$ cat config.mk
export PLATFORM = sky130hd
export DESIGN_NAME = wrr_port_scheduler_flat
export DESIGN_NICKNAME = d
export VERILOG_FILES = /design/src/rtl/wrr_port_scheduler_pkg.sv /design/src/rtl/wrr_port_scheduler_if.sv /design/src/rtl/wrr_port_scheduler_rr_pick.sv /design/src/rtl/wrr_port_scheduler.sv /design/src/flat_wrapper.sv
export SDC_FILE = /design/constraint.sdc
export NUM_CORES = 1
export LEC_CHECK = 0
export CORE_MARGIN = 2
export CORE_UTILIZATION = 45
export CTS_CLUSTER_SIZE = 14
export DETAILED_ROUTE_END_ITERATION = 10
export PLACE_DENSITY = 0.85
export SETUP_SLACK_MARGIN = 0.4
export SLEW_MARGIN = 20
export SYNTH_ARGS = -nofsm -noshare
export SYNTH_HDL_FRONTEND = slang
export SYNTH_HIERARCHICAL = 1
export SYNTH_SLANG_ARGS = --single-unit
$ cat constraint.sdc
create_clock -name clk -period 8.6 [get_ports clk]
set_clock_uncertainty 0.1 [all_clocks]
set_input_delay 0.86 -clock clk [delete_from_list [all_inputs] [get_ports clk]]
set_output_delay 0.86 -clock clk [all_outputs]
set_load 0.01 [all_outputs]
$ cat src/rtl/wrr_port_scheduler_pkg.sv
// Shared types and constants for the transaction-layer scheduler family.
// Imported by the scheduler, its interface and its arbiter helpers.
package tl_sched_pkg;

  localparam int N_Q        = 4;
  localparam int Q_WEIGHT_W = 3;
  localparam int Q_DEST_LSB = 8;
  localparam int Q_DEST_W   = 2;

  typedef enum logic [1:0] {
    ST_RESET  = 2'd0,
    ST_INIT   = 2'd1,
    ST_IDLE   = 2'd2,
    ST_ACTIVE = 2'd3
  } state_e;

  function automatic logic [N_Q-1:0] onehot(input logic [1:0] idx);
    return N_Q'(1) << idx;
  endfunction

endpackage

$ cat src/rtl/wrr_port_scheduler_if.sv
// FIFO-side bundle of the scheduler: input-bank pop/data and output-bank push/data.
// master = scheduler, slave = FIFO banks.
interface wrr_port_scheduler_if #(
  parameter int DATA_W = 12
);
  import tl_sched_pkg::*;

  logic [N_Q-1:0]    empty;
  logic [N_Q-1:0]    pop;
  logic [DATA_W-1:0] data_in;
  logic [N_Q-1:0]    almost_full;
  logic [N_Q-1:0]    push;
  logic [DATA_W-1:0] data_out;

  modport master (
    input  empty, data_in, almost_full,
    output pop, push, data_out
  );

  modport slave (
    output empty, data_in, almost_full,
    input  pop, push, data_out
  );

endinterface

$ cat src/rtl/wrr_port_scheduler_rr_pick.sv
// Rotating-priority encoder: first asserted request at or after ptr, wrapping mod 4.
module rr_pick
  import tl_sched_pkg::*;
(
  input  logic [N_Q-1:0] req,
  input  logic [1:0]     ptr,
  output logic           gnt_valid,
  output logic [1:0]     gnt_idx
);

  logic [1:0] idx;

  // Scan from farthest to nearest so the closest request to ptr is the last write.
  always_comb begin
    gnt_valid = 1'b0;
    gnt_idx   = '0;
    idx       = '0;
    for (int k = N_Q - 1; k >= 0; k--) begin
      idx = ptr + 2'(k);
      if (req[idx]) begin
        gnt_valid = 1'b1;
        gnt_idx   = idx;
      end
    end
  end

endmodule

$ cat src/rtl/wrr_port_scheduler.sv
// Weighted round-robin mover from four input FIFOs to four output FIFOs,
// routing each word by its 2-bit destination field with a 2-cycle pop-to-push pipe.
module wrr_port_scheduler
  import tl_sched_pkg::*;
#(
  parameter int DATA_W   = 12,
  parameter int WEIGHT_W = Q_WEIGHT_W,
  parameter int DEST_LSB = Q_DEST_LSB
) (
  input  logic                    clk,
  input  logic                    reset,
  input  logic                    init,
  input  logic [N_Q*WEIGHT_W-1:0] weight_cfg,
  wrr_port_scheduler_if.master    bus,
  output logic [1:0]              grant_idx,
  output logic [4:0]              pkt_count,
  output logic                    idle
);

  state_e              state, state_nxt;
  logic [WEIGHT_W-1:0] weight [N_Q];
  logic [1:0]          ptr, ptr_nxt, nxt_idx;
  logic [WEIGHT_W-1:0] credit, credit_nxt, cnt;
  logic [N_Q-1:0]      elig;
  logic                gnt_valid, grant, v1;
  logic [1:0]          gnt_idx;
  logic [N_Q-1:0]      push_q;
  logic [DATA_W-1:0]   data_q;

  function automatic logic [WEIGHT_W-1:0] clamp_w(input logic [WEIGHT_W-1:0] w);
    return (w == '0) ? WEIGHT_W'(1) : w;
  endfunction

  // Any output near full stalls every queue, leaving headroom for the two words in flight.
  assign elig = ~bus.empty & {N_Q{~|bus.almost_full}};

  rr_pick u_pick (
    .req       (elig),
    .ptr       (ptr),
    .gnt_valid (gnt_valid),
    .gnt_idx   (gnt_idx)
  );

  always_comb begin
    state_nxt  = state;
    ptr_nxt    = ptr;
    credit_nxt = credit;
    grant      = 1'b0;
    cnt        = '0;
    nxt_idx    = gnt_idx + 2'd1;
    case (state)
      ST_RESET: state_nxt = ST_INIT;
      ST_INIT: begin
        ptr_nxt    = '0;
        credit_nxt = clamp_w(weight_cfg[0 +: WEIGHT_W]);
        if (!init) state_nxt = ST_IDLE;
      end
      ST_IDLE: begin
        if (init)           state_nxt = ST_INIT;
        else if (gnt_valid) state_nxt = ST_ACTIVE;
      end
      ST_ACTIVE: begin
        grant = gnt_valid;
        if (init)            state_nxt = ST_INIT;
        else if (!gnt_valid) state_nxt = ST_IDLE;
      end
      default: state_nxt = ST_RESET;
    endcase
    // A queue skipped over restarts with its full weight; the pointed queue spends its credit.
    if (grant) begin
      cnt = (gnt_idx == ptr) ? credit : weight[gnt_idx];
      if (cnt == WEIGHT_W'(1)) begin
        ptr_nxt    = nxt_idx;
        credit_nxt = weight[nxt_idx];
      end else begin
        ptr_nxt    = gnt_idx;
        credit_nxt = cnt - WEIGHT_W'(1);
      end
    end
  end

  // NOTE: state is updated only with non-blocking assignments so every register samples pre-edge values.
  always_ff @(posedge clk or negedge reset) begin
    if (!reset) begin
      state     <= ST_RESET;
      ptr       <= '0;
      credit    <= '0;
      v1        <= 1'b0;
      push_q    <= '0;
      data_q    <= '0;
      pkt_count <= '0;
      // NOTE: the weight bank is only four small registers, so it is reset rather than left unknown.
      for (int i = 0; i < N_Q; i++) weight[i] <= '0;
    end else begin
      state  <= state_nxt;
      ptr    <= ptr_nxt;
      credit <= credit_nxt;
      if (state == ST_INIT) begin
        for (int i = 0; i < N_Q; i++) weight[i] <= clamp_w(weight_cfg[i*WEIGHT_W +: WEIGHT_W]);
      end
      v1     <= grant;
      push_q <= v1 ? onehot(bus.data_in[DEST_LSB +: Q_DEST_W]) : '0;
      data_q <= v1 ? bus.data_in : '0;
      if (v1) pkt_count <= pkt_count + 5'd1;
    end
  end

  assign bus.pop      = grant ? onehot(gnt_idx) : '0;
  assign grant_idx    = grant ? gnt_idx : '0;
  assign bus.push     = push_q;
  assign bus.data_out = data_q;
  assign idle         = (state == ST_IDLE) && !v1 && (push_q == '0);

endmodule

$ cat src/flat_wrapper.sv
// flat-port wrapper written by rule: the top's interface ports become plain ports
module wrr_port_scheduler_flat import tl_sched_pkg::*;
#(
  parameter int DATA_W   = 12,
  parameter int WEIGHT_W = Q_WEIGHT_W,
  parameter int DEST_LSB = Q_DEST_LSB
)
  (clk, reset, init, weight_cfg, grant_idx, pkt_count, idle, bus_empty, bus_data_in, bus_almost_full, bus_pop, bus_push, bus_data_out);
  wrr_port_scheduler_if #(.DATA_W(DATA_W)) bus_i ();
  input  logic clk;
  input  logic reset;
  input  logic init;
  input  logic [N_Q*WEIGHT_W-1:0] weight_cfg;
  output logic [1:0] grant_idx;
  output logic [4:0] pkt_count;
  output logic idle;
  input wire logic [$bits(bus_i.empty)-1:0] bus_empty;
  input wire logic [$bits(bus_i.data_in)-1:0] bus_data_in;
  input wire logic [$bits(bus_i.almost_full)-1:0] bus_almost_full;
  output wire logic [$bits(bus_i.pop)-1:0] bus_pop;
  output wire logic [$bits(bus_i.push)-1:0] bus_push;
  output wire logic [$bits(bus_i.data_out)-1:0] bus_data_out;
  assign bus_i.empty = bus_empty;
  assign bus_i.data_in = bus_data_in;
  assign bus_i.almost_full = bus_almost_full;
  assign bus_pop = bus_i.pop;
  assign bus_push = bus_i.push;
  assign bus_data_out = bus_i.data_out;
  wrr_port_scheduler #(.DATA_W(DATA_W), .WEIGHT_W(WEIGHT_W), .DEST_LSB(DEST_LSB)) u_core (.clk(clk), .reset(reset), .init(init), .weight_cfg(weight_cfg), .bus(bus_i), .grant_idx(grant_idx), .pkt_count(pkt_count), .idle(idle));
endmodule
Word-level counts from Yosys, hierarchy flattened
Cells that the tools add are included.
{"block": "word_totals", "ff_bits": 41, "output_inout_bits": 28, "word_cells": 94, "input_bits": 35}
{"block": "classes", "bitwise_logic": 4, "eq_ne": 8, "add_sub_neg": 6, "n_mux": 44, "n_reduce_logical": 13, "shifts": 2, "n_lt_le_gt_ge": 6}
{"op": "$mux 3", "count": 12}
{"op": "$mux 2", "count": 13}
{"op": "$bmux 3 s2", "count": 2}
{"op": "$logic_not 3->1", "count": 4}
{"op": "$lt 2x3->1 const B", "count": 4}
{"op": "$mux 12", "count": 1}
{"op": "$mux 1", "count": 9}
{"op": "$bmux 1 s2", "count": 4}
{"op": "$mux 4", "count": 2}
{"op": "$pmux 2 s4", "count": 1}
{"op": "$shl 1x2->4 const A", "count": 2}
{"op": "$ge 3x3->1 const B", "count": 2}
{"op": "$not 2->3", "count": 2}
{"op": "$add 5x1->5 const B", "count": 1}
{"op": "$add 2x1->2 const B", "count": 2}
{"op": "$add 2x2->2 const B", "count": 2}
{"op": "$and 4x4->4", "count": 1}
{"op": "$eq 2x2->1 const B", "count": 2}
{"op": "$logic_not 4->1", "count": 1}
{"op": "$not 4->4", "count": 1}
{"op": "$reduce_or 4->1", "count": 1}
{"op": "$eq 3x1->1 const B", "count": 1}
{"op": "$ne 3x2->1 const B", "count": 1}
{"op": "$ne 3x3->1 const B", "count": 1}
{"op": "other kinds (9)", "count": 11}

Logic depth before layout (Yosys ltp)
Gate-level depths: netlist of the first run.
{"block": "depth", "word_depth": 17, "mapped_depth": 14, "ltp_nobuf": 13}

Cells and area by module
The synthesis of the first run kept the hierarchy.
{"mod": "wrr_port_scheduler", "seq_area_each_um2": 1026.0, "n_inst": 1, "area_each_um2": 2004.4, "cells_each": 189}
{"mod": "rr_pick", "seq_area_each_um2": 0.0, "n_inst": 1, "area_each_um2": 77.6, "cells_each": 13}

Worst setup path before layout of the first run
OpenSTA, ideal clock, no wires.
{"block": "synth_timing", "kind": "input-to-reg", "startpoint": "input port bus_almost_full[1]", "endpoint": "register u_core.credit[2]", "path_buffers": 1, "required_time_ps": 8373, "setup_ps": 127, "slack_ps": 4759, "arrival_ps": 3614, "cell_stages": 13, "cell_sequence": "or4_1 nor2_1 mux2i_1 a211oi_2 buf_6 mux4_2 o21ai_1 and2_1 inv_2 ha_1 mux2_2 nand4_1 nand3_1"}
{"block": "synth_via", "elab_chain_len": 17, "word_cells_on_any_way": 36, "classes_between": "2 x add/sub; 2 x eq/ne; 26 x mux; 3 x bitwise; 3 x reduce/logical"}
{"item": "start, declared", "line_no": "flat_wrapper.sv:19", "source": "input wire logic [$bits(bus_i.almost_full)-1:0] bus_almost_full;"}
{"item": "$reduce_or 4->1 (*)", "line_no": "wrr_port_scheduler.sv:35", "source": "assign elig = ~bus.empty & {N_Q{~|bus.almost_full}};"}
{"item": "$logic_not 1->1 (*)", "line_no": "wrr_port_scheduler.sv:35"}
{"item": "$and 4x4->4 (*)", "line_no": "wrr_port_scheduler.sv:35"}
{"item": "named net u_core.elig[3]", "line_no": "wrr_port_scheduler.sv:24", "source": "logic [N_Q-1:0] elig;"}
{"item": "$bmux 1 s2", "line_no": "wrr_port_scheduler_rr_pick.sv:20", "source": "if (req[idx]) begin"}
{"item": "$mux 1 (implied by the code)", "line_no": "wrr_port_scheduler_rr_pick.sv:20"}
{"item": "$mux 2 (3 in series)", "line_no": "wrr_port_scheduler_rr_pick.sv:20"}
{"item": "$mux 2 (*)", "line_no": "wrr_port_scheduler_rr_pick.sv:20"}
{"item": "named net u_core.gnt_idx[0]", "line_no": "wrr_port_scheduler.sv:26", "source": "logic [1:0] gnt_idx;"}
{"item": "$not 2->3 (implied by the code)", "line_no": "wrr_port_scheduler.sv:71", "source": "cnt = (gnt_idx == ptr) ? credit : weight[gnt_idx];"}
{"item": "$bmux 3 s2", "line_no": "wrr_port_scheduler.sv:71"}
{"item": "$mux 3 (implied by the code) (2 in series)", "line_no": "wrr_port_scheduler.sv:71"}
{"item": "$mux 3", "line_no": "wrr_port_scheduler.sv:71"}
{"item": "$sub 3x1->3 / $eq 3x1->1 (equally long branches)", "line_no": "wrr_port_scheduler.sv:77, wrr_port_scheduler.sv:72"}
{"item": "$mux 3 (*)", "line_no": "wrr_port_scheduler.sv:72", "source": "if (cnt == WEIGHT_W'(1)) begin"}
{"item": "$mux 3 (*)", "line_no": "wrr_port_scheduler.sv:70", "source": "if (grant) begin"}
{"item": "end signal, assigned", "line_no": "wrr_port_scheduler.sv:97", "source": "credit <= credit_nxt;"}
{"item": "end, declared", "line_no": "wrr_port_scheduler.sv:23", "source": "logic [WEIGHT_W-1:0] credit, credit_nxt, cnt;"}
Mark *: on every way through the listed nets, which the timed path passes. The rest lies on a longest branch. The select of a mux whose other input is x is not followed.
A chain may end at the register's enable or synchronous reset.

Worst setup path in the final report of the first run
{"block": "layout_timing", "startpoint": "input port bus_almost_full[1]", "endpoint": "output port bus_pop[0]"}
{"block": "layout_via", "elab_chain_len": 11, "word_cells_on_any_way": 22, "classes_between": "1 x shift; 18 x mux; 1 x bitwise; 2 x reduce/logical"}
{"item": "$reduce_or 4->1 (*)", "line_no": "wrr_port_scheduler.sv:35"}
{"item": "$logic_not 1->1 (*)", "line_no": "wrr_port_scheduler.sv:35"}
{"item": "$and 4x4->4 (*)", "line_no": "wrr_port_scheduler.sv:35"}
{"item": "named net u_core.elig[3]", "line_no": "wrr_port_scheduler.sv:24"}
{"item": "$bmux 1 s2", "line_no": "wrr_port_scheduler_rr_pick.sv:20"}
{"item": "$mux 1 (implied by the code)", "line_no": "wrr_port_scheduler_rr_pick.sv:20"}
{"item": "$mux 2 (3 in series)", "line_no": "wrr_port_scheduler_rr_pick.sv:20"}
{"item": "$mux 2 (*)", "line_no": "wrr_port_scheduler_rr_pick.sv:20"}
{"item": "named net u_core.gnt_idx[0]", "line_no": "wrr_port_scheduler.sv:26"}
{"item": "$shl 1x2->4 (*)", "line_no": "wrr_port_scheduler_pkg.sv:18", "source": "return N_Q'(1) << idx;"}
{"item": "$mux 4 (*)", "line_no": "wrr_port_scheduler.sv:108", "source": "assign bus.pop = grant ? onehot(gnt_idx) : '0;"}
{"item": "end, declared", "line_no": "flat_wrapper.sv:20", "source": "output wire logic [$bits(bus_i.pop)-1:0] bus_pop;"}
Marked as above.

==> results of run 1 <==
-- sequential cells by signal (all words and copies together), names as in the netlist --
signal,cells
u_core/bus.push,4
u_core/bus.data_out,12
u_core/state,2
u_core/pkt_count,5
u_core/credit,3
u_core/ptr,2
u_core/v1,1
u_core/weight,12
-- critical path, cell delays in order --
cell                              delay, ps
sky130_fd_sc_hd__clkdlybuf4s50_1        400
sky130_fd_sc_hd__or4_1                  580
sky130_fd_sc_hd__nor2_1                 230
sky130_fd_sc_hd__mux2i_1                130
sky130_fd_sc_hd__a211oi_2               870
sky130_fd_sc_hd__inv_1                  230
sky130_fd_sc_hd__ha_1                   260
sky130_fd_sc_hd__and2_1                 120
sky130_fd_sc_hd__clkdlybuf4s50_1        460
-- kinds of logic after synthesis --
| group | synth area share (%) |
|---|---|
| adder cells (fa/ha/maj) | 4.21 |
| AO/OA/AOI/OAI | 7.75 |
| flip-flops | 49.3 |
| AND/OR/NAND/NOR | 23.4 |
| buffers and inverters | 2.94 |
| XOR/XNOR | 3.37 |
| multiplexers | 9.07 |
-- layer usage --
layer	wire length, µm	vias to the layer above
met3	353	7
li1	-	811
met5	0	-
met2	2270	71
met4	53	0
met1	1800	767
-- through the flow --
stage / instances / hold slack (ps) / util (%)
2_1_floorplan: 202 / 347 / -
3_3_place_gp: 308 / 367 / 61.7
3_5_place_dp: 308 / 365 / 61.7
4_1_cts: 316 / 380 / 64.1
5_1_grt: 316 / 415 / 64.1
6_report: 316 / 381 / 64.1
-- cells in the final DEF, fill, tap and decap left out, types with 2 or more instances in the layout --
cell,n
sky130_fd_sc_hd__dfrtp_1,41
sky130_fd_sc_hd__nand2_1,39
sky130_fd_sc_hd__nand2b_1,3
sky130_fd_sc_hd__a22oi_1,2
sky130_fd_sc_hd__nor2b_1,3
sky130_fd_sc_hd__and2_1,17
sky130_fd_sc_hd__inv_1,5
sky130_fd_sc_hd__nor3b_1,2
sky130_fd_sc_hd__o21ai_0,4
sky130_fd_sc_hd__and3_1,2
sky130_fd_sc_hd__xnor2_1,5
sky130_fd_sc_hd__nand3_1,8
sky130_fd_sc_hd__clkbuf_8,7
sky130_fd_sc_hd__o21ai_1,2
sky130_fd_sc_hd__clkdlybuf4s50_1,61
sky130_fd_sc_hd__mux2_2,2
sky130_fd_sc_hd__mux4_1,3
sky130_fd_sc_hd__nand4_1,7
sky130_fd_sc_hd__mux4_2,3
sky130_fd_sc_hd__xor2_1,3
sky130_fd_sc_hd__ha_1,7
sky130_fd_sc_hd__mux2i_1,2
sky130_fd_sc_hd__nor2_1,19
-- power by group --
group          switching (mW)  internal [mW]  leakage (nW)
sequential             0.0194          0.214         0.535
combinational          0.0487         0.0579         0.692
clock                  0.0683         0.0741        0.0549
total                   0.136          0.346          1.28
-- how the worst min path moves through the flow --
stage / from / end / slack (ps)
6_report: u_core/pkt_count[4] / u_core/pkt_count[4] / 380
5_1_grt: u_core/pkt_count[4] / u_core/pkt_count[4] / 420
4_1_cts: u_core/pkt_count[4] / u_core/pkt_count[4] / 380
3_5_place_dp: u_core/pkt_count[4] / u_core/pkt_count[4] / 370
3_3_place_gp: u_core/pkt_count[4] / u_core/pkt_count[4] / 370
2_1_floorplan: u_core/weight[0] / u_core/weight[0] / 350
-- final cells by class --
cell class	instances	area (µm²)
inverters	6	22.5
repair buffers	62	616
fillers	369	1590
well taps	52	65.1
multi-input cells	147	995
clock inverters	1	8.76
flip-flops and latches	41	1030
clock buffers	7	96.3
==> reports/qor.txt, run 1 <==
Endpoint required time on the critical path = 7640 ps
Max Root-Sink Buffers = 2
1st-pass router iterations = 4
Syn Nets = 244
Leading cell type by number of instances after synthesis = sky130_fd_sc_hd__dfrtp_1
Synth unique cells = 39
Post-detailed-route count of antenna-violating nets = 0
Number of post-CTS setup repair buffers = 0
CTS root buf = sky130_fd_sc_hd__clkbuf_8
Setup crit end kind = output pin
Number of cells on the worst reg-to-reg path = 9
Slew at the pin closest to its max-slew limit = 1010 ps
Portion of the clock cycle consumed by the worst path in the final layout = 59.4%
Syn Inst Count = 202
Number of nets at the end of the flow = 305
Die span in y = 72.0 µm
Setup repair after global routing missed its margin = false
Die W = 72.0 µm
Register bit count reported by yosys = 41
Area of the core region = 0.00441 mm²
Routed wire length = 4.48 mm
Final global-route overflow total = 0
Clk_lat worst skew = 290 ps
Kind of start point of the critical path = input pin
Worst hold path stage count = 1
Data arrival time at the worst-slack endpoint = 4150 ps
Largest net degree at the start of global routing = 42
Type of the tightest min-delay check = flip-flop to flip-flop
DP HPWL = 3.38 mm
Reg-to-reg critical path startpoint = u_core/ptr[1]
Total power after layout = 0.482 mW
Area of the die = 0.00519 mm²
Smallest setup slack after layout = 3490 ps
Yosys warning total = 6
Worst-case vdd ir drop = 0.0935 mV
Placement-stage worst setup slack = 3460 ps
Vias in the first global route = 1713
Row Count = 24
Leakage power summed over all cells = 1.28 nW
Maximum level of the CTS H-tree = 2
Clock period minus worst slack = 5110 ps
Routing usage on met2 = 32.8%
Portion of synthesized cell area occupied by the leading cell type = 49.3%
Via density = 5.24
Detailed-route wire length per cell = 14.2 µm
Reg-to-reg setup timing slack = 5100 ps
Highest clock rate = 196 MHz
List of most frequent post-synthesis cells = 41 x sky130_fd_sc_hd__dfrtp_1, 39 x sky130_fd_sc_hd__nand2_1, 19 x sky130_fd_sc_hd__nor2_1, 17 x sky130_fd_sc_hd__and2_1, 8 x sky130_fd_sc_hd__nand3_1
Non-Filler Cell Area, Final = 0.00283 mm²
Highest-utilization routing layer at the global route stage = met2
Total GRT Usage = 19.2%
Sequential element share of the synthesized area = 49.3%
IO Count = 63
Crit Path Class = input pin to output pin
Synthesized area divided by synthesized cell count = 10.3 µm²
Status = completed
Share of synthesized registers carrying an async set or reset = 100%
Initial Utilization = 47.2%
Number of DRC violations after detailed routing = 0
Netlist area before placement = 0.00208 mm²
Synth area leader = sky130_fd_sc_hd__dfrtp_1
CTS tree = built
# resized after CTS = 0
Pwr Density = 170 mW/mm²
MaxCap Viol Count = 0
DRC violation total after the first TritonRoute iteration = 90
Number of setup violations in the final report = 0
Fraction of met1 tracks used by global routing = 23.4%
CTS Hold Bufs = 0
Slew HR = 32.7%
Wire length of the first global-routing pass = 7.70 mm
ANT cells = 0
Dpl cell area = 0.00272 mm²
Final slew viol count = 0
Fraction of final layout cells sized beyond drive strength 1 = 7.20%
Area growth syn-to-layout = 35.9%
Number of synthesized flops with an enable pin = 0
Count of input and output buffers = 62
Worst r2r dst = u_core/credit[2]
Total CTS buffers = 5
Global routing met3 resource utilization = 5.69%
Initial antenna violation count = 0
Sum of negative setup slack = 0 ps
Crit path launch = bus_almost_full[1]
RD Place Congestion = 0.924
Top FF cell, synth = sky130_fd_sc_hd__dfrtp_1
Clock input transition at the sequential cells of the worst setup and hold paths = 80 ps
Final Hold Vio Count = 0
Sinks on Clock Net = 41
Via count = 1656
Endpoint of the most critical setup path = bus_pop[0]
Worst-path fanout max = 11
Leading post-synthesis cells by cell area = sky130_fd_sc_hd__dfrtp_1 49%, sky130_fd_sc_hd__nand2_1 7.0%, sky130_fd_sc_hd__and2_1 5.1%
Power figures use the tool's default switching activity.
==> inputs of run 2 (changes only) <==
- clock period: 8.6 -> 5 ns (I/O delays scaled with it)
==> run 2 against run 1 <==
Cell count up 0.32%. Die area unchanged. Register-to-register slack lost 3300 ps. Via count rose by 2.5%. Critical endpoint unchanged. Cell area barely moved. Sequential power up 72%. Count of clock-buffer cells in the layout decreased by 1. Largest cell class unchanged. Clock power increased by 59%. Sequential cell count unchanged.
==> reports/qor.txt, run 2 (synthesis gave the netlist of run 1 again) <==
Status = completed
Final global-route overflow total = 0 (unchanged)
Total CTS buffers = 5 (unchanged)
Largest net degree at the start of global routing = 42 (unchanged)
Type of the tightest min-delay check = input pin to async pin
Number of placed cells counting well taps = 309 (+0.32%)
CTS tree = built
Crit Path Class = input pin to output pin
Non-Filler Instances = 317 (+0.32%)
Power Internal = 0.579 mW (+68%)
Worst-case vdd ir drop = 0.175 mV (+87%)
Wire length of the first global-routing pass = 7.54 mm (-2.1%)
Routed wire length = 4.49 mm (+0.36%)
Clock input transition at the sequential cells of the worst setup and hold paths = 80 ps (about the same)
1st-pass router iterations = 4 (unchanged)
Net switching power = 0.231 mW (+70%)
Worst path max stage delay = 600 ps (-270 ps)
DP HPWL = 3.40 mm (+0.53%)
ANT cells = 0 (unchanged)
Portion of the clock cycle consumed by the worst path in the final layout = 82.3%
Endpoint required time on the critical path = 4400 ps (-3240 ps)
Count of input and output buffers = 62 (unchanged)
Top sig layer = met4
Area growth syn-to-layout = 35.8% (about the same)
WL met1 = 1.95 mm (+8.5%)
Crit-path leading delay family = simple AND/OR/NAND/NOR gates
Post-detailed-route count of antenna-violating nets = 0 (unchanged)
Clock network fraction of total power = 27.9% (-1.6 points)
Cell at the slowest stage of the critical path = sky130_fd_sc_hd__nor2_1
Crit path launch = bus_almost_full[1]
Total GRT Usage = 18.9% (-0.35 points)
Via density = 5.36 (+2.2%)
Area of the core region = 0.00441 mm² (unchanged)
CTS root buf = sky130_fd_sc_hd__clkbuf_8
Number of DRC violations after detailed routing = 0 (unchanged)
Maximum level of the CTS H-tree = 2 (unchanged)
Reg-to-reg setup timing slack = 1750 ps (-3350 ps)
Setup repair after global routing missed its margin = false
Bufs and invs on worst path = 3 (unchanged)
Max Root-Sink Buffers = 2 (unchanged)
Final slew viol count = 0 (unchanged)
Setup crit end kind = output pin
Area of the multi-input gates = 995 µm² (unchanged)
Share of total power in combinational logic = 22.7% (+0.6 points)
Kind of start point of the critical path = input pin
Switching share of power = 28.5% (+0.25 points)
Minimum hold slack = 219 ps (-162 ps)
Sum of negative setup slack = 0 ps (unchanged)
Clk_lat worst skew = 290 ps (about the same)
Data arrival time at the worst-slack endpoint = 3510 ps (-640 ps)
Die W = 72.0 µm (unchanged)
Final Hold Vio Count = 0 (unchanged)
Detailed route wirelength on metal3 = 329 µm (-6.8%)
Slew HR = 35.6% (+2.9 points)
Via count = 1698 (+2.5%)
Wire length on met2 = 2.16 mm (-4.8%)
Fraction of final layout cells sized beyond drive strength 1 = 7.55% (+0.35 points)
Pwr Density = 287 mW/mm² (+68%)
Row Count = 24 (unchanged)
Area of the die = 0.00519 mm² (unchanged)
Most common cell after layout, fill and taps aside = sky130_fd_sc_hd__clkdlybuf4s50_1
Vias in the first global route = 1633 (-4.7%)
Number of cells on the worst reg-to-reg path = 9 (unchanged)
Detailed-route wire length per cell = 14.2 µm (about the same)
Sinks on Clock Net = 41 (unchanged)
CTS Hold Bufs = 0 (unchanged)
Highest-count cells in the layout ignoring fill and taps = 61 x sky130_fd_sc_hd__clkdlybuf4s50_1, 41 x sky130_fd_sc_hd__dfrtp_1, 39 x sky130_fd_sc_hd__nand2_1
Initial antenna violation count = 0 (unchanged)
Initial Utilization = 47.2% (unchanged)
Highest clock rate = 243 MHz
Worst-path fanout max = 9 (-2)
Number of nets at the end of the flow = 306 (+0.33%)
Reg-to-reg critical path startpoint = u_core/ptr[1]
Slew at the pin closest to its max-slew limit = 964 ps (-43.0 ps)
Leakage power summed over all cells = 1.28 nW (+0.13%)
IO Count = 63 (unchanged)
Number of setup violations in the final report = 0 (unchanged)
Clock period minus worst slack = 4110 ps
# resized after CTS = 0 (unchanged)
MaxCap Viol Count = 0 (unchanged)
Area occupied by registers = 0.00103 mm² (unchanged)
Proportion of power drawn by flip-flops and latches = 49.4% (+1.1 points)
Number of fillers in the final layout = 368 (-0.27%)
Worst r2r dst = u_core/credit[2]
Worst-path cell chain = clkdlybuf4s50_1 > or4_1 > nor2_1 > nand2b_1 > a211oi_1 > nor2_1 > inv_1 > ha_1 > and2_1 > clkdlybuf4s50_1
RD Place Congestion = 0.889 (-3.7%)
Number of post-CTS setup repair buffers = 0 (unchanged)
DRC violation total after the first TritonRoute iteration = 108 (+20%)
Die span in y = 72.0 µm (unchanged)
Total power after layout = 0.811 mW (+68%)
==> run 2: cell types whose count changed in the layout (fill, tap and decap cells not counted), sizes merged <==
cell    before  now
inv          7    6
buf          1    2
clkinv       0    2
clkbuf       7    6
==> run 2: power groups by stage <==
| stage | combinational [mW] | sequential, mW | clock (mW) |
|---|---|---|---|
| detailed placement | 0.184 | 0.408 | 0 |
| global placement | 0.180 | 0.404 | 0 |
| global route | 0.203 | 0.407 | 0.249 |
| CTS | 0.185 | 0.401 | 0.231 |
| floorplan | 0.101 | 0.403 | 0 |
| finish | 0.184 | 0.400 | 0.226 |
==> run 2: layout make-up <==
type,count,share of cell area (%)
flip-flops and latches,41,36.3
multi-input cells,147,35.2
well taps,52,2.30
repair buffers,63,22.0
clock inverters,2,0.487
inverters,6,0.796
clock buffers,6,2.92
==> run 2: worst max-delay path by stage <==
| stage | end | depth (start not counted) |
|---|---|---|
| 6_report | bus_pop[0] | 10 |
| 5_1_grt | bus_pop[0] | 10 |
| 4_1_cts | bus_pop[0] | 10 |
| 3_5_place_dp | u_core/credit[2] | 12 |
| 3_3_place_gp | u_core/credit[2] | 12 |
| 2_1_floorplan | u_core/credit[2] | 13 |
==> run 2: per-layer routing <==
metal	track usage (%)	vias up
li1	-	814
met3	5.42	10
met1	25.1	800
met5	0	-
met2	30.3	74
met4	5.66	0
==> run 2: per-stage QoR <==
step                util (%)  setup slack [ps]  instance area (µm²)
finish                  64.1               886                 2830
global route            64.1               716                 2830
CTS                     64.1               894                 2830
detailed placement      61.9               653                 2730
global placement        61.9               825                 2730
floorplan                  -              1520                 2080
==> inputs of run 3 (changes only) <==
- clock period: 5 -> 3.8 ns (I/O delays scaled with it)
==> run 3 against run 2 <==
Critical path depth is the same. Combinational power grew 54%. Sequential power up 32%. Sequential share of layout area decreased by 3.0 points. Clock power rose by 40%. Routed wire length up 3.5%. Sequential cell count stayed put. Power grew 39%. First-iteration DRC count shrank 44%. Global-route usage is 0.13 points lower. Non-clock buffer count increased by 19. Critical path type unchanged. Worst hold slack got worse by 120 ps.
==> reports/qor.txt, run 3 (synthesis gave the netlist of run 1 again) <==
Pwr Density = 365 mW/mm² (+27%)
Power Internal = 0.812 mW (+40%)
Row Count = 24 (unchanged)
Bufs and invs on worst path = 4 (+1)
Wire length on met2 = 2.42 mm (+12%)
DRC violation total after the first TritonRoute iteration = 60 (-44%)
Clock network fraction of total power = 28.1% (+0.2 points)
Final global-route overflow total = 0 (unchanged)
Cell at the slowest stage of the critical path = sky130_fd_sc_hd__clkdlybuf4s50_1
DP HPWL = 3.49 mm (+2.8%)
Area growth syn-to-layout = 48.3%
Highest clock rate = 304 MHz
Leakage power summed over all cells = 1.43 nW (+11%)
Number of nets at the end of the flow = 325 (+6.2%)
Area of the multi-input gates = 0.00108 mm² (+8.9%)
Proportion of power drawn by flip-flops and latches = 46.8% (-2.6 points)
Slew HR = 33.2% (-2.4 points)
Via count = 1720 (+1.3%)
Worst-path fanout max = 6 (-3)
Vias in the first global route = 1638 (+0.31%)
Status = completed
Top sig layer = met4
Slew at the pin closest to its max-slew limit = 999 ps (+35.2 ps)
Wire length of the first global-routing pass = 7.53 mm (about the same)
Reg-to-reg critical path startpoint = u_core/ptr[1]
Max Root-Sink Buffers = 2 (unchanged)
Worst-case vdd ir drop = 0.269 mV (+54%)
Detailed route wirelength on metal3 = 325 µm (-1.2%)
IO Count = 63 (unchanged)
Area occupied by registers = 0.00103 mm² (unchanged)
Clk_lat worst skew = 290 ps (about the same)
Initial Utilization = 47.2% (unchanged)
Reg-to-reg setup timing slack = 960 ps (-790 ps)
Clock input transition at the sequential cells of the worst setup and hold paths = 80 ps (about the same)
WL met1 = 1.88 mm (-4.0%)
Endpoint of the most critical setup path = bus_pop[1]
Total GRT Usage = 18.7% (-0.13 points)
Initial antenna violation count = 0 (unchanged)
Net switching power = 0.314 mW (+36%)
CTS tree = built
Area of the die = 0.00519 mm² (unchanged)
Non-Filler Instances = 336 (+6.0%)
Die W = 72.0 µm (unchanged)
Crit-path leading delay family = buffers and inverters
Number of placed cells counting well taps = 324 (+4.9%)
Total power after layout = 1.13 mW (+39%)
Count of input and output buffers = 62 (unchanged)
Number of DRC violations after detailed routing = 0 (unchanged)
Routed wire length = 4.65 mm (+3.5%)
1st-pass router iterations = 4 (unchanged)
Sinks on Clock Net = 41 (unchanged)
Non-Filler Cell Area, Final = 0.00309 mm² (+9.2%)
ANT cells = 0 (unchanged)
Data arrival time at the worst-slack endpoint = 2810 ps (-700 ps)
Type of the tightest min-delay check = input pin to async pin
Kind of start point of the critical path = input pin
CTS root buf = sky130_fd_sc_hd__clkbuf_8
Most common cell after layout, fill and taps aside = sky130_fd_sc_hd__clkdlybuf4s50_1
Share of total power in combinational logic = 25.1% (+2.4 points)
Worst r2r dst = u_core/credit[2]
Switching share of power = 27.9% (-0.63 points)
Final Hold Vio Count = 0 (unchanged)
MaxCap Viol Count = 0 (unchanged)
Post-detailed-route count of antenna-violating nets = 0 (unchanged)
Number of fillers in the final layout = 341 (-7.3%)
Crit Path Class = input pin to output pin
RD Place Congestion = 0.934 (+5.0%)
Number of setup violations in the final report = 0 (unchanged)
Dpl cell area = 0.00284 mm² (+4.1%)
Worst-path cell chain = clkdlybuf4s50_1 > or4_4 > nor2_4 > mux2i_1 > a211oi_2 > buf_4 > buf_4 > ha_1 > and2_1 > clkdlybuf4s50_1
Fraction of final layout cells sized beyond drive strength 1 = 19.0% (+11 points)
Total CTS buffers = 5 (unchanged)
Final slew viol count = 0 (unchanged)
Clock period minus worst slack = 3290 ps
Portion of the clock cycle consumed by the worst path in the final layout = 86.5%
Detailed-route wire length per cell = 13.8 µm (-2.4%)
Maximum level of the CTS H-tree = 2 (unchanged)
Via density = 5.12 (-4.4%)
Area of the core region = 0.00441 mm² (unchanged)
Sum of negative setup slack = 0 ps (unchanged)
Stages on the worst setup path = 10 (unchanged)
Die span in y = 72.0 µm (unchanged)
Largest net degree at the start of global routing = 42 (unchanged)
Crit path launch = bus_almost_full[1]
Setup repair after global routing missed its margin = false
Highest-count cells in the layout ignoring fill and taps = 56 x sky130_fd_sc_hd__clkdlybuf4s50_1, 41 x sky130_fd_sc_hd__dfrtp_1, 38 x sky130_fd_sc_hd__nand2_1
Minimum hold slack = 98.0 ps (-121 ps)
Setup crit end kind = output pin
Worst path max stage delay = 520 ps (-80 ps)
Endpoint required time on the critical path = 3320 ps (-1080 ps)
Number of cells on the worst reg-to-reg path = 13 (+4)
==> run 3: cell count changes in the layout (fill, tap and decap cells not counted), moves of 3 or more <==
cell,delta
sky130_fd_sc_hd__buf_4,+16
sky130_fd_sc_hd__clkdlybuf4s50_1,-5
sky130_fd_sc_hd__nor2_1,-4
sky130_fd_sc_hd__buf_6,+3
sky130_fd_sc_hd__dlymetal6s2s_1,+3
sky130_fd_sc_hd__nor2_4,+3
==> run 3: power by group through the flow <==
stage | registers (mW) | clock network [mW] | logic (mW)
6_report | 0.527 | 0.317 | 0.283
5_1_grt | 0.534 | 0.348 | 0.308
4_1_cts | 0.526 | 0.326 | 0.263
3_5_place_dp | 0.535 | 0 | 0.260
3_3_place_gp | 0.531 | 0 | 0.256
2_1_floorplan | 0.530 | 0 | 0.133
==> run 3: how the worst min path moves through the flow <==
stage,start,endpoint,slack (ps),cells after the start
after floorplan,reset,u_core/bus.data_out[0],-20,0
after global placement,u_core/pkt_count[4],u_core/pkt_count[4],370,1
after detailed placement,u_core/pkt_count[4],u_core/pkt_count[4],370,1
after CTS,reset,u_core/weight[5],140,1
after global routing,reset,u_core/weight[2],170,1
final,reset,u_core/weight[2],100,1
==> run 3: final cells by class <==
| class | instances | area share [%] |
|---|---|---|
| multi-input cells | 147 | 35.1 |
| flip-flops and latches | 41 | 33.2 |
| repair buffers | 82 | 25.3 |
| clock buffers | 7 | 3.12 |
| well taps | 52 | 2.11 |
| inverters | 6 | 0.811 |
| clock inverters | 1 | 0.284 |
==> run 3: layer usage <==
layer / track usage [%] / vias up
met5: 0 / -
met4: 3.98 / 0
met3: 4.72 / 4
met2: 32.7 / 62
met1: 23.8 / 802
li1: - / 852
==> run 3: worst reg2reg max path, delay by kind of cell (launching register included) <==
kind | cells | cell delay [ps]
AOI/OAI and AO/OA | 1 | 100
xor gates and xnor gates | 1 | 130
adders and majority gates | 1 | 200
buffers and inverters | 4 | 600
DFF | 1 | 590
muxes | 3 | 770
and+or+nand+nor | 3 | 210
==> run 3: stage by stage <==
stage	setup slack, ps	utilization [%]
final	511	69.9
after detailed placement	-10.7	64.4
after global routing	390	69.9
after global placement	71.5	64.4
after CTS	386	67.5
after floorplan	439	-
==> run 3: repair_timing <==
item / 4_1_cts / 5_1_grt
pin swaps: 1 / 9
setup endpoints to repair: 10 / 9
resized for setup: 9 / 20
setup buffers: 0 / 4
hold buffers: 0 / 0
